`src/rtl/subtractor_serial_pkg.sv`:
```
// Shared definitions for the bit-serial subtractor: FSM encodings and
// constant helpers used to size the bit counter.
package subtractor_serial_pkg;

    localparam logic [1:0] ST_IDLE  = 2'd0;
    localparam logic [1:0] ST_SHIFT = 2'd1;
    localparam logic [1:0] ST_DONE  = 2'd2;

    localparam int MIN_WIDTH = 1;
    localparam int MAX_WIDTH = 16;

    typedef enum logic [1:0] {
        IDLE  = ST_IDLE,
        SHIFT = ST_SHIFT,
        DONE  = ST_DONE
    } state_t;

    // Bits needed to hold values 0 .. value-1; never returns less than 1.
    function automatic int clog2(input int value);
        int result;
        int v;
        result = 0;
        v = value - 1;
        for (int i = 0; i < 32; i++) begin
            if (v > 0) begin
                result = result + 1;
                v = v >>> 1;
            end
        end
        if (result < 1) begin
            result = 1;
        end
        return result;
    endfunction

endpackage

```
`src/rtl/subtractor_serial_full_subtractor.sv`:
```
// Single-bit full subtractor cell: D = A - B - Bin, Bout set when the
// subtraction needs to borrow from the next bit.
module full_subtractor
    import subtractor_serial_pkg::*;
(
    input  logic A,
    input  logic B,
    input  logic Bin,
    output logic D,
    output logic Bout
);

    logic a_xor_b;

    assign a_xor_b = A ^ B;
    assign D       = a_xor_b ^ Bin;
    assign Bout    = (~A & B) | (~a_xor_b & Bin);

endmodule

```
`src/rtl/subtractor_serial.sv`:
```
// Bit-serial unsigned subtractor: one bit of A - B per clock, LSB first,
// behind a Start/Ready handshake with a one-cycle Done pulse.
module subtractor_serial
    import subtractor_serial_pkg::*;
#(
    parameter int WIDTH = 4
) (
    input  logic             Clk,
    input  logic             Rst,
    input  logic             Start,
    input  logic [WIDTH-1:0] A,
    input  logic [WIDTH-1:0] B,
    output logic             Ready,
    output logic             Done,
    output logic [WIDTH-1:0] Diff,
    output logic             Borrow
);

    localparam int             CNT_W    = clog2(WIDTH + 1);
    localparam logic [CNT_W-1:0] LAST_CNT = CNT_W'(WIDTH - 1);
    localparam logic [CNT_W-1:0] CNT_ONE  = CNT_W'(1);

    state_t           state_reg;
    state_t           state_next;

    logic [WIDTH-1:0] a_sr_reg;
    logic [WIDTH-1:0] b_sr_reg;
    logic [WIDTH-1:0] res_sr_reg;
    logic [WIDTH-1:0] res_shifted;
    logic [WIDTH-1:0] diff_reg;
    logic             borrow_run_reg;
    logic             borrow_reg;
    logic [CNT_W-1:0] cnt_reg;

    logic             cell_d;
    logic             cell_bout;
    logic             accept;
    logic             shifting;
    logic             last_shift;

    full_subtractor u_cell (
        .A    (a_sr_reg[0]),
        .B    (b_sr_reg[0]),
        .Bin  (borrow_run_reg),
        .D    (cell_d),
        .Bout (cell_bout)
    );

    // Result register shifts right; the fresh difference bit enters at the MSB
    // so that after WIDTH shifts the LSB-first bits sit in natural order.
    genvar gi;
    generate
        for (gi = 0; gi < WIDTH - 1; gi++) begin : g_res_shift
            assign res_shifted[gi] = res_sr_reg[gi+1];
        end
    endgenerate
    assign res_shifted[WIDTH-1] = cell_d;

    assign accept     = (state_reg == IDLE) && Start;
    assign shifting   = (state_reg == SHIFT);
    assign last_shift = shifting && (cnt_reg == LAST_CNT);

    always_comb begin
        state_next = state_reg;
        unique case (state_reg)
            IDLE:    if (Start) state_next = SHIFT;
            SHIFT:   if (cnt_reg == LAST_CNT) state_next = DONE;
            DONE:    state_next = IDLE;
            default: state_next = IDLE;
        endcase
    end

    always_ff @(posedge Clk) begin
        if (Rst) begin
            state_reg <= IDLE;
        end else begin
            state_reg <= state_next;
        end
    end

    always_ff @(posedge Clk) begin
        if (Rst) begin
            a_sr_reg       <= '0;
            b_sr_reg       <= '0;
            res_sr_reg     <= '0;
            borrow_run_reg <= 1'b0;
            cnt_reg        <= '0;
            diff_reg       <= '0;
            borrow_reg     <= 1'b0;
        end else begin
            if (accept) begin
                a_sr_reg       <= A;
                b_sr_reg       <= B;
                res_sr_reg     <= '0;
                borrow_run_reg <= 1'b0;
                cnt_reg        <= '0;
            end
            if (shifting) begin
                a_sr_reg       <= a_sr_reg >> 1;
                b_sr_reg       <= b_sr_reg >> 1;
                res_sr_reg     <= res_shifted;
                borrow_run_reg <= cell_bout;
                cnt_reg        <= cnt_reg + CNT_ONE;
            end
            // Outputs only move on the completion edge and hold otherwise.
            if (last_shift) begin
                diff_reg   <= res_shifted;
                borrow_reg <= cell_bout;
            end
        end
    end

    assign Ready  = (state_reg == IDLE);
    assign Done   = (state_reg == DONE);
    assign Diff   = diff_reg;
    assign Borrow = borrow_reg;

endmodule
```
`config.mk`:
```
export PLATFORM = sky130hd
export DESIGN_NAME = subtractor_serial
export DESIGN_NICKNAME = d
export VERILOG_FILES = /design/src/rtl/subtractor_serial_pkg.sv /design/src/rtl/subtractor_serial_full_subtractor.sv /design/src/rtl/subtractor_serial.sv
export SDC_FILE = /design/constraint.sdc
export NUM_CORES = 1
export LEC_CHECK = 0
export CAP_MARGIN = 30
export CORE_AREA = 2 2 53 55
export DETAILED_ROUTE_END_ITERATION = 10
export DIE_AREA = 0 0 55 57
export PLACE_DENSITY = 0.71
export SETUP_SLACK_MARGIN = 0.5
export SLEW_MARGIN = 20
export SYNTH_ARGS = -nofsm -noshare
export SYNTH_HDL_FRONTEND = slang
export SYNTH_SLANG_ARGS = --single-unit
```
`constraint.sdc`:
```
create_clock -name Clk -period 1.3 [get_ports Clk]
set_input_delay 0.26 -clock Clk [delete_from_list [all_inputs] [get_ports Clk]]
set_output_delay 0.26 -clock Clk [all_outputs]
set_load 0.02 [all_outputs]
```
==> results.py, run 1 <==
metrics = {
    "worst_setup_path": {
        "crit_family": "adder cells",
        "path_max_fanout": 2,
        "cpPeakStageDelay_ns": 0.59,
        "timing.critical_path.buf_inv": 1,
        "crit_type": "register to register",
        "reg2regPathDepth": 4,
        "startpoint_type": "register",
        "path_cells": "inv_2 -> fa_2 -> nand3_2 -> a21oi_2",
        "cp_num_cells": 4,
        "r2r-end": "Diff[3]",
        "r2r_start": "borrow_run_reg",
        "end_kind": "register",
        "cp_slowest_cell": "fa_2",
        "r2r_slack_ns": 0.02,
        "cp.required_ns": 1.54,
        "cp.arrival_ns": 1.52,
    },
    "cts": {
        "cts_sinks": 22,
        "cts_root_buf": "clkbuf_4",
        "cts_tree": "done",
        "cts_buffer_depth": 2,
        "htreeDepth": 1,
        "clkLatencyLatePin_ns": 0.31,
        "cts.reportedPaths.clkPinSlew_ns": 0.12,
        "cts_made_buffers": 3,
    },
    "pwr": {
        "p_seq_frac": 0.537,
        "power.density_nw_per_um2": 830,
        "p_clk_frac": 0.227,
        "p_int_uw": 998,
        "swShare": 0.268,
        "power_mw": 1.36,
        "peakVddDrop_uv": 661,
        "power_leakage_nw": 0.619,
        "comb_power_share": 0.236,
        "switching_power_uw": 366,
    },
    "floorplan": {
        "core-area_sq_um": 2620,
        "fp-row-count": 19,
        "io_pins": 18,
        "initial_core_util": 0.376,
        "die_w_um": 55,
        "dieArea_sq_um": 3140,
        "dieHeight_um": 57,
    },
    "timing": {
        "finClkSkew_ns": 0.00759,
        "setup_viol": 0,
        "report.final.hold_viol_count": 0,
        "rsz0062_at_grt": "yes",
        "maxSlewViolCount": 0,
        "post-route-period-util": 0.985,
        "worst_slew_pin_slew_ns": 0.226,
        "slew_headroom": 0.849,
        "clock.fmax_ghz": 0.781,
        "finalCriticalPeriod_ns": 1.28,
    },
    "placement": {
        "io_buffers": 17,
        "gp_congestion": 0.684,
        "place_inst": 147,
        "dp_hpwl_mm": 1.42,
    },
    "yosys": {
        "syn_inst": 95,
        "synth_seq_cells": 22,
        "synth_area_sq_um": 983,
        "ys_types": 26,
        "ys_warn_count": 0,
        "synth-seq-area-share": 0.448,
        "synth_nets": 109,
        "syn_area_per_cell_sq_um": 10.4,
    },
    "min_path": {
        "hp-class": "register to register",
        "hold_depth": 2,
        "hp-start": "Diff[2]",
        "whs_endpoint": "Diff[2]",
    },
    "route": {
        "viasPerCell": 5.12,
        "antenna_left": 0,
        "drc": 0,
        "drtIter0Drc": 11,
        "drt-total-wl_mm": 2.50,
        "dr.pass1.iters": 4,
        "routed-via-count": 870,
        "wl_per_cell_um": 14.7,
    },
    "global_routing": {
        "grt_first_pass_wirelength_mm": 3.89,
        "track_usage": 0.171,
        "grt.overflow.total": 0,
        "antenna_found_initial": 0,
        "first_global_vias": 906,
        "grt_max_degree": 23,
    },
    "job": {
        "drv_cap": 0,
    },
    "finish": {
        "fin_nets": 154,
        "n_fill_cell": 209,
        "fin_cells": 170,
        "layout-drive-gt1-share": 0.619,
        "area_growth_pct": 67.2,
        "num_antenna_cells": 0,
    },
    "status": {
        "run_status": "completed",
    },
}
[placed cells by master (no fill, tap or decap), drive strengths merged]
master         netlist  final
buf                  4     35
dfxtp               22     22
nor2                17     17
clkdlybuf4s50        0      9
mux2i                7      7
a211oi               7      7
a21oi                6      6
nand2                5      5
a22oi                4      4
nand3                4      4
clkbuf               2      3
inv                  3      3
nor2b                2      2
o21bai               1      2
a2bb2oi              2      2
ha                   2      2
a32oi                2      2
o21ba                1      1
nand3b               1      1
or2b                 1      1
a311oi               1      1
fa                   1      1
clkinv               0      1
dlygate4sd2          0      1
[tightest hold or removal path, delay by kind of cell, from the launching register on]
family / cells / cell delay [ns]
flops: 1 / 0.34
simple gates: 1 / 0.06
compound gates: 1 / 0.06
[power by group through the flow]
stage          Combinational (mW)  Clock (mW)  Sequential [mW]
5_1_grt                     0.342       0.344            0.737
3_3_place_gp                0.225           0            0.743
4_1_cts                     0.291       0.314            0.731
3_5_place_dp                0.232           0            0.744
2_1_floorplan               0.156           0            0.741
6_report                    0.322       0.310            0.732
[area by class of cell]
| class | count | area, sq um | share of cell area |
|---|---|---|---|
| inverters | 3 | 11.3 | 0.00685 |
| clock inverters | 1 | 3.75 | 0.00228 |
| flip-flops and latches | 22 | 460 | 0.280 |
| multi-input cells | 65 | 646 | 0.393 |
| repair buffers | 45 | 462 | 0.281 |
| clock buffers | 3 | 22.5 | 0.0137 |
| well taps | 31 | 38.8 | 0.0236 |
[worst max-delay path by stage]
| stage | from | to | slack [ns] |
|---|---|---|---|
| 2_1_floorplan | borrow_run_reg | res_sr_reg[3] | 0.16 |
| 3_3_place_gp | Start | res_sr_reg[3] | -0.11 |
| 3_5_place_dp | Start | res_sr_reg[3] | -0.16 |
| 4_1_cts | state_reg[1] | b_sr_reg[0] | 0.03 |
| 5_1_grt | borrow_run_reg | Diff[3] | -0.02 |
| 6_report | borrow_run_reg | Diff[3] | 0.02 |
[per-layer routing]
layer	GRT usage	vias to the layer above	part of all wire
met5	0	-	0
met4	0.0732	0	0.030
met3	0.0209	8	0.027
met2	0.306	16	0.52
met1	0.195	417	0.43
li1	-	429	-
[metrics by stage]
step / setup TNS [ns] / utilization / cell area (sq um) / worst slack, ns / hold WS (ns)
2_1_floorplan: 0 / - / 1080 / 0.160 / 0.315
3_3_place_gp: -1.05 / 0.507 / 1330 / -0.107 / 0.452
3_5_place_dp: -1.56 / 0.507 / 1330 / -0.163 / 0.458
4_1_cts: 0 / 0.587 / 1540 / 0.0261 / 0.483
5_1_grt: -0.0262 / 0.629 / 1640 / -0.0242 / 0.506
6_report: 0 / 0.629 / 1640 / 0.0201 / 0.481
[synthesized netlist by cell type]
cell type / number / share of area
a211oi_2: 6 / 0.076
buf_6: 2 / 0.023
o21ba_4: 1 / 0.017
nor2_2: 4 / 0.025
a211oi_1: 1 / 0.0076
nor2b_4: 1 / 0.014
a2bb2oi_1: 2 / 0.018
a21oi_1: 6 / 0.031
a311oi_1: 1 / 0.0089
o21bai_2: 1 / 0.011
nand3_1: 4 / 0.020
fa_1: 1 / 0.020
nand2_1: 5 / 0.019
nand3b_1: 1 / 0.0076
clkbuf_1: 2 / 0.0076
buf_2: 1 / 0.0051
nor2_1: 13 / 0.050
nor2b_1: 1 / 0.0064
a32oi_1: 2 / 0.018
dfxtp_1: 22 / 0.45
buf_12: 1 / 0.020
or2b_1: 1 / 0.0076
inv_1: 3 / 0.011
mux2i_1: 7 / 0.071
a22oi_1: 4 / 0.031
ha_1: 2 / 0.025
[cells by family after synthesis]
group | Yosys count | share of synthesized area
buf+inv | 9 | 0.0674
fa+ha+maj | 3 | 0.0458
compound gates | 24 | 0.218
simple gates | 30 | 0.150
mux | 7 | 0.0712
flops | 22 | 0.448
[what timing repair did]
action,in CTS,in global routing
hold buffers,0,0
cloned,1,0
endpoints found under the setup margin,29,29
setup buffers,14,4
pin swaps,7,9
resized for setup,60,20
No activity file was read; power rests on OpenSTA's default activity.
==> run 2: changes to the inputs <==
- PLACE_DENSITY: 0.71 -> 0.69
- clock period: 1.3 -> 1.19 ns (I/O delays scaled with it)
==> run 2 against run 1 <==
Effect of this change: the flow now finishes with violations (negative setup slack); core utilization increased by 2.2 points; final area increased by 3.4%; maximum frequency increased by 3.5%; global-route usage increased by 0.15 points; combinational power increased by 15%; highest routed layer unchanged.
==> results.py, run 2 (synthesis gave the netlist of run 1 again) <==
metrics = {
    "worst_setup_path": {
        "end_kind": "register",
        "path_max_fanout": 2,
        "cp.required_ns": 1.45,
        "r2r_start": "borrow_run_reg",
        "cp_slowest_cell": "fa_2",
        "path_cells": "inv_2 -> fa_2 -> nand3_2 -> a21oi_2",
        "r2r-end": "Diff[3]",
        "reg2regPathDepth": 4,
        "timing.critical_path.buf_inv": 1,
        "cp.arrival_ns": 1.49,
        "cpPeakStageDelay_ns": 0.59,
        "startpoint_type": "register",
        "crit_family": "adder cells",
        "r2r_slack_ns": -0.05,
        "crit_type": "register to register",
    },
    "finish": {
        "n_fill_cell": 197,
        "final_cell_mix": "18 x buf_4, 16 x buf_6, 12 x nor2_1, 12 x dfxtp_1, 9 x clkdlybuf4s50_1",
        "num_antenna_cells": 0,
        "multiInputGateArea_sq_um": 623,
        "area_growth_pct": 72.9,
        "final_common_cell": "buf_4",
        "seqCellArea_sq_um": 458,
        "fin_cells": 173,
        "layout-drive-gt1-share": 0.627,
        "fin_nets": 157,
    },
    "timing": {
        "finClkSkew_ns": 0.00141,
        "post-route-period-util": 1.04,
        "finalCriticalPeriod_ns": 1.24,
        "setup_viol": 6,
        "rsz0062_at_grt": "yes",
        "holdWs_ns": 0.481,
        "worst_slew_pin_slew_ns": 0.199,
        "report.final.hold_viol_count": 0,
        "slew_headroom": 0.864,
        "maxSlewViolCount": 0,
        "fin_ws_ns": -0.0466,
        "clock.fmax_ghz": 0.809,
    },
    "global_routing": {
        "track_usage": 0.172,
        "antenna_found_initial": 0,
        "grt_first_pass_wirelength_mm": 3.91,
        "first_global_vias": 897,
        "grt_max_degree": 23,
        "grt.overflow.total": 0,
    },
    "pwr": {
        "p_seq_frac": 0.459,
        "switching_power_uw": 417,
        "swShare": 0.239,
        "comb_power_share": 0.212,
        "p_clk_frac": 0.329,
        "peakVddDrop_uv": 733,
        "power.density_nw_per_um2": 1030,
        "power_leakage_nw": 0.656,
        "p_int_mw": 1.33,
    },
    "floorplan": {
        "fp-row-count": 19,
        "initial_core_util": 0.376,
        "die_w_um": 55,
        "dieArea_sq_um": 3140,
        "dieHeight_um": 57,
        "io_pins": 18,
        "core-area_sq_um": 2620,
    },
    "route": {
        "topRoutingLayerUsed": "met4",
        "met3_length_um": 39,
        "viasPerCell": 4.97,
        "wl_per_cell_um": 14.0,
        "wl_met1_mm": 1.02,
        "drtIter0Drc": 14,
        "wl_met2_mm": 1.31,
        "dr.pass1.iters": 4,
        "drt-total-wl_mm": 2.42,
        "antenna_left": 0,
        "drc": 0,
        "routed-via-count": 860,
    },
    "min_path": {
        "hp-class": "register to register",
        "whs_endpoint": "Diff[0]",
        "hold_depth": 2,
        "hp-start": "Diff[0]",
    },
    "cts": {
        "cts.reportedPaths.clkPinSlew_ns": 0.12,
        "cts_sinks": 22,
        "cts_made_buffers": 3,
        "clkLatencyLatePin_ns": 0.31,
        "cts_tree": "done",
        "cts_root_buf": "clkbuf_4",
        "holdBufCountCts": 0,
        "htreeDepth": 1,
        "cts_buffer_depth": 2,
    },
    "placement": {
        "dp_hpwl_mm": 1.56,
        "io_buffers": 17,
        "dpl_worst_slack_ns": -0.282,
        "gp_congestion": 0.734,
        "place_inst": 152,
    },
    "job": {
        "drv_cap": 0,
    },
    "status": {
        "violations": "negative setup slack",
        "run_status": "finished, violations left",
    },
}
run 2: cell count changes in the layout (fill, tap and decap cells not counted), sizes merged:
| cell | before | now |
|---|---|---|
| o21bai | 2 | 1 |
| clkinv | 1 | 0 |
| buf | 35 | 39 |
| bufinv | 0 | 1 |
run 2: layout make-up:
class	instances	area share
Timing Repair Buffer	49	0.304
Clock buffer	3	0.0132
Tap cell	31	0.0228
Multi-Input combinational cell	64	0.366
Sequential cell	22	0.269
Clock inverter	1	0.0177
Inverter	3	0.00662
run 2: worst max-delay path by stage:
stage               slack (ns)      startpoint  cells after the start            end
floorplan                 0.05  borrow_run_reg                      4  res_sr_reg[3]
global placement         -0.20           Start                      5  res_sr_reg[3]
detailed placement       -0.28           Start                      5  res_sr_reg[3]
CTS                      -0.03    state_reg[1]                      2           Done
global route             -0.11  borrow_run_reg                      4        Diff[3]
finish                   -0.05  borrow_run_reg                      4        Diff[3]
run 2: worst register-to-register path: cells and delay by family (launching register included):
| kind | cells | cell delay [ns] |
|---|---|---|
| buffers and inverters | 1 | 0.04 |
| AO/OA/AOI/OAI | 1 | 0.11 |
| AND/OR/NAND/NOR | 1 | 0.08 |
| flip-flops | 1 | 0.35 |
| adder cells (fa/ha/maj) | 1 | 0.59 |
run 2: per-layer routing:
layer / global-route usage / vias up
li1: - / 430
met5: 0 / -
met1: 0.199 / 413
met4: 0.0732 / 0
met2: 0.310 / 12
met3: 0.0157 / 5
run 2: power groups by stage:
stage | logic, mW | registers, mW | clock network [mW]
floorplan | 0.171 | 0.810 | 0
global placement | 0.263 | 0.812 | 0
detailed placement | 0.273 | 0.814 | 0
CTS | 0.331 | 0.797 | 0.584
global route | 0.396 | 0.806 | 0.615
finish | 0.370 | 0.800 | 0.575
run 2: timing repair:
item	in CTS	in global routing
endpoints found under the hold margin	0	0
cloned	1	0
buffers inserted	9	7
setup endpoints to repair	29	29
gates resized for setup	57	17
pin swaps	7	16
run 2: per-stage QoR:
stage,util,setup TNS (ns),instance area [sq um],power (mW)
after floorplan,-,0,1080,0.980
after global placement,0.522,-2.65,1360,1.07
after detailed placement,0.522,-3.59,1360,1.09
after CTS,0.602,-0.0760,1570,1.71
after global routing,0.650,-0.583,1700,1.82
final,0.650,-0.111,1700,1.74
==> run 3: changes to the inputs <==
- ABC_CLOCK_PERIOD_IN_PS: not set -> 1190
==> results of run 3 <==
Final layout, timing and power as in run 2 (identical DEF).
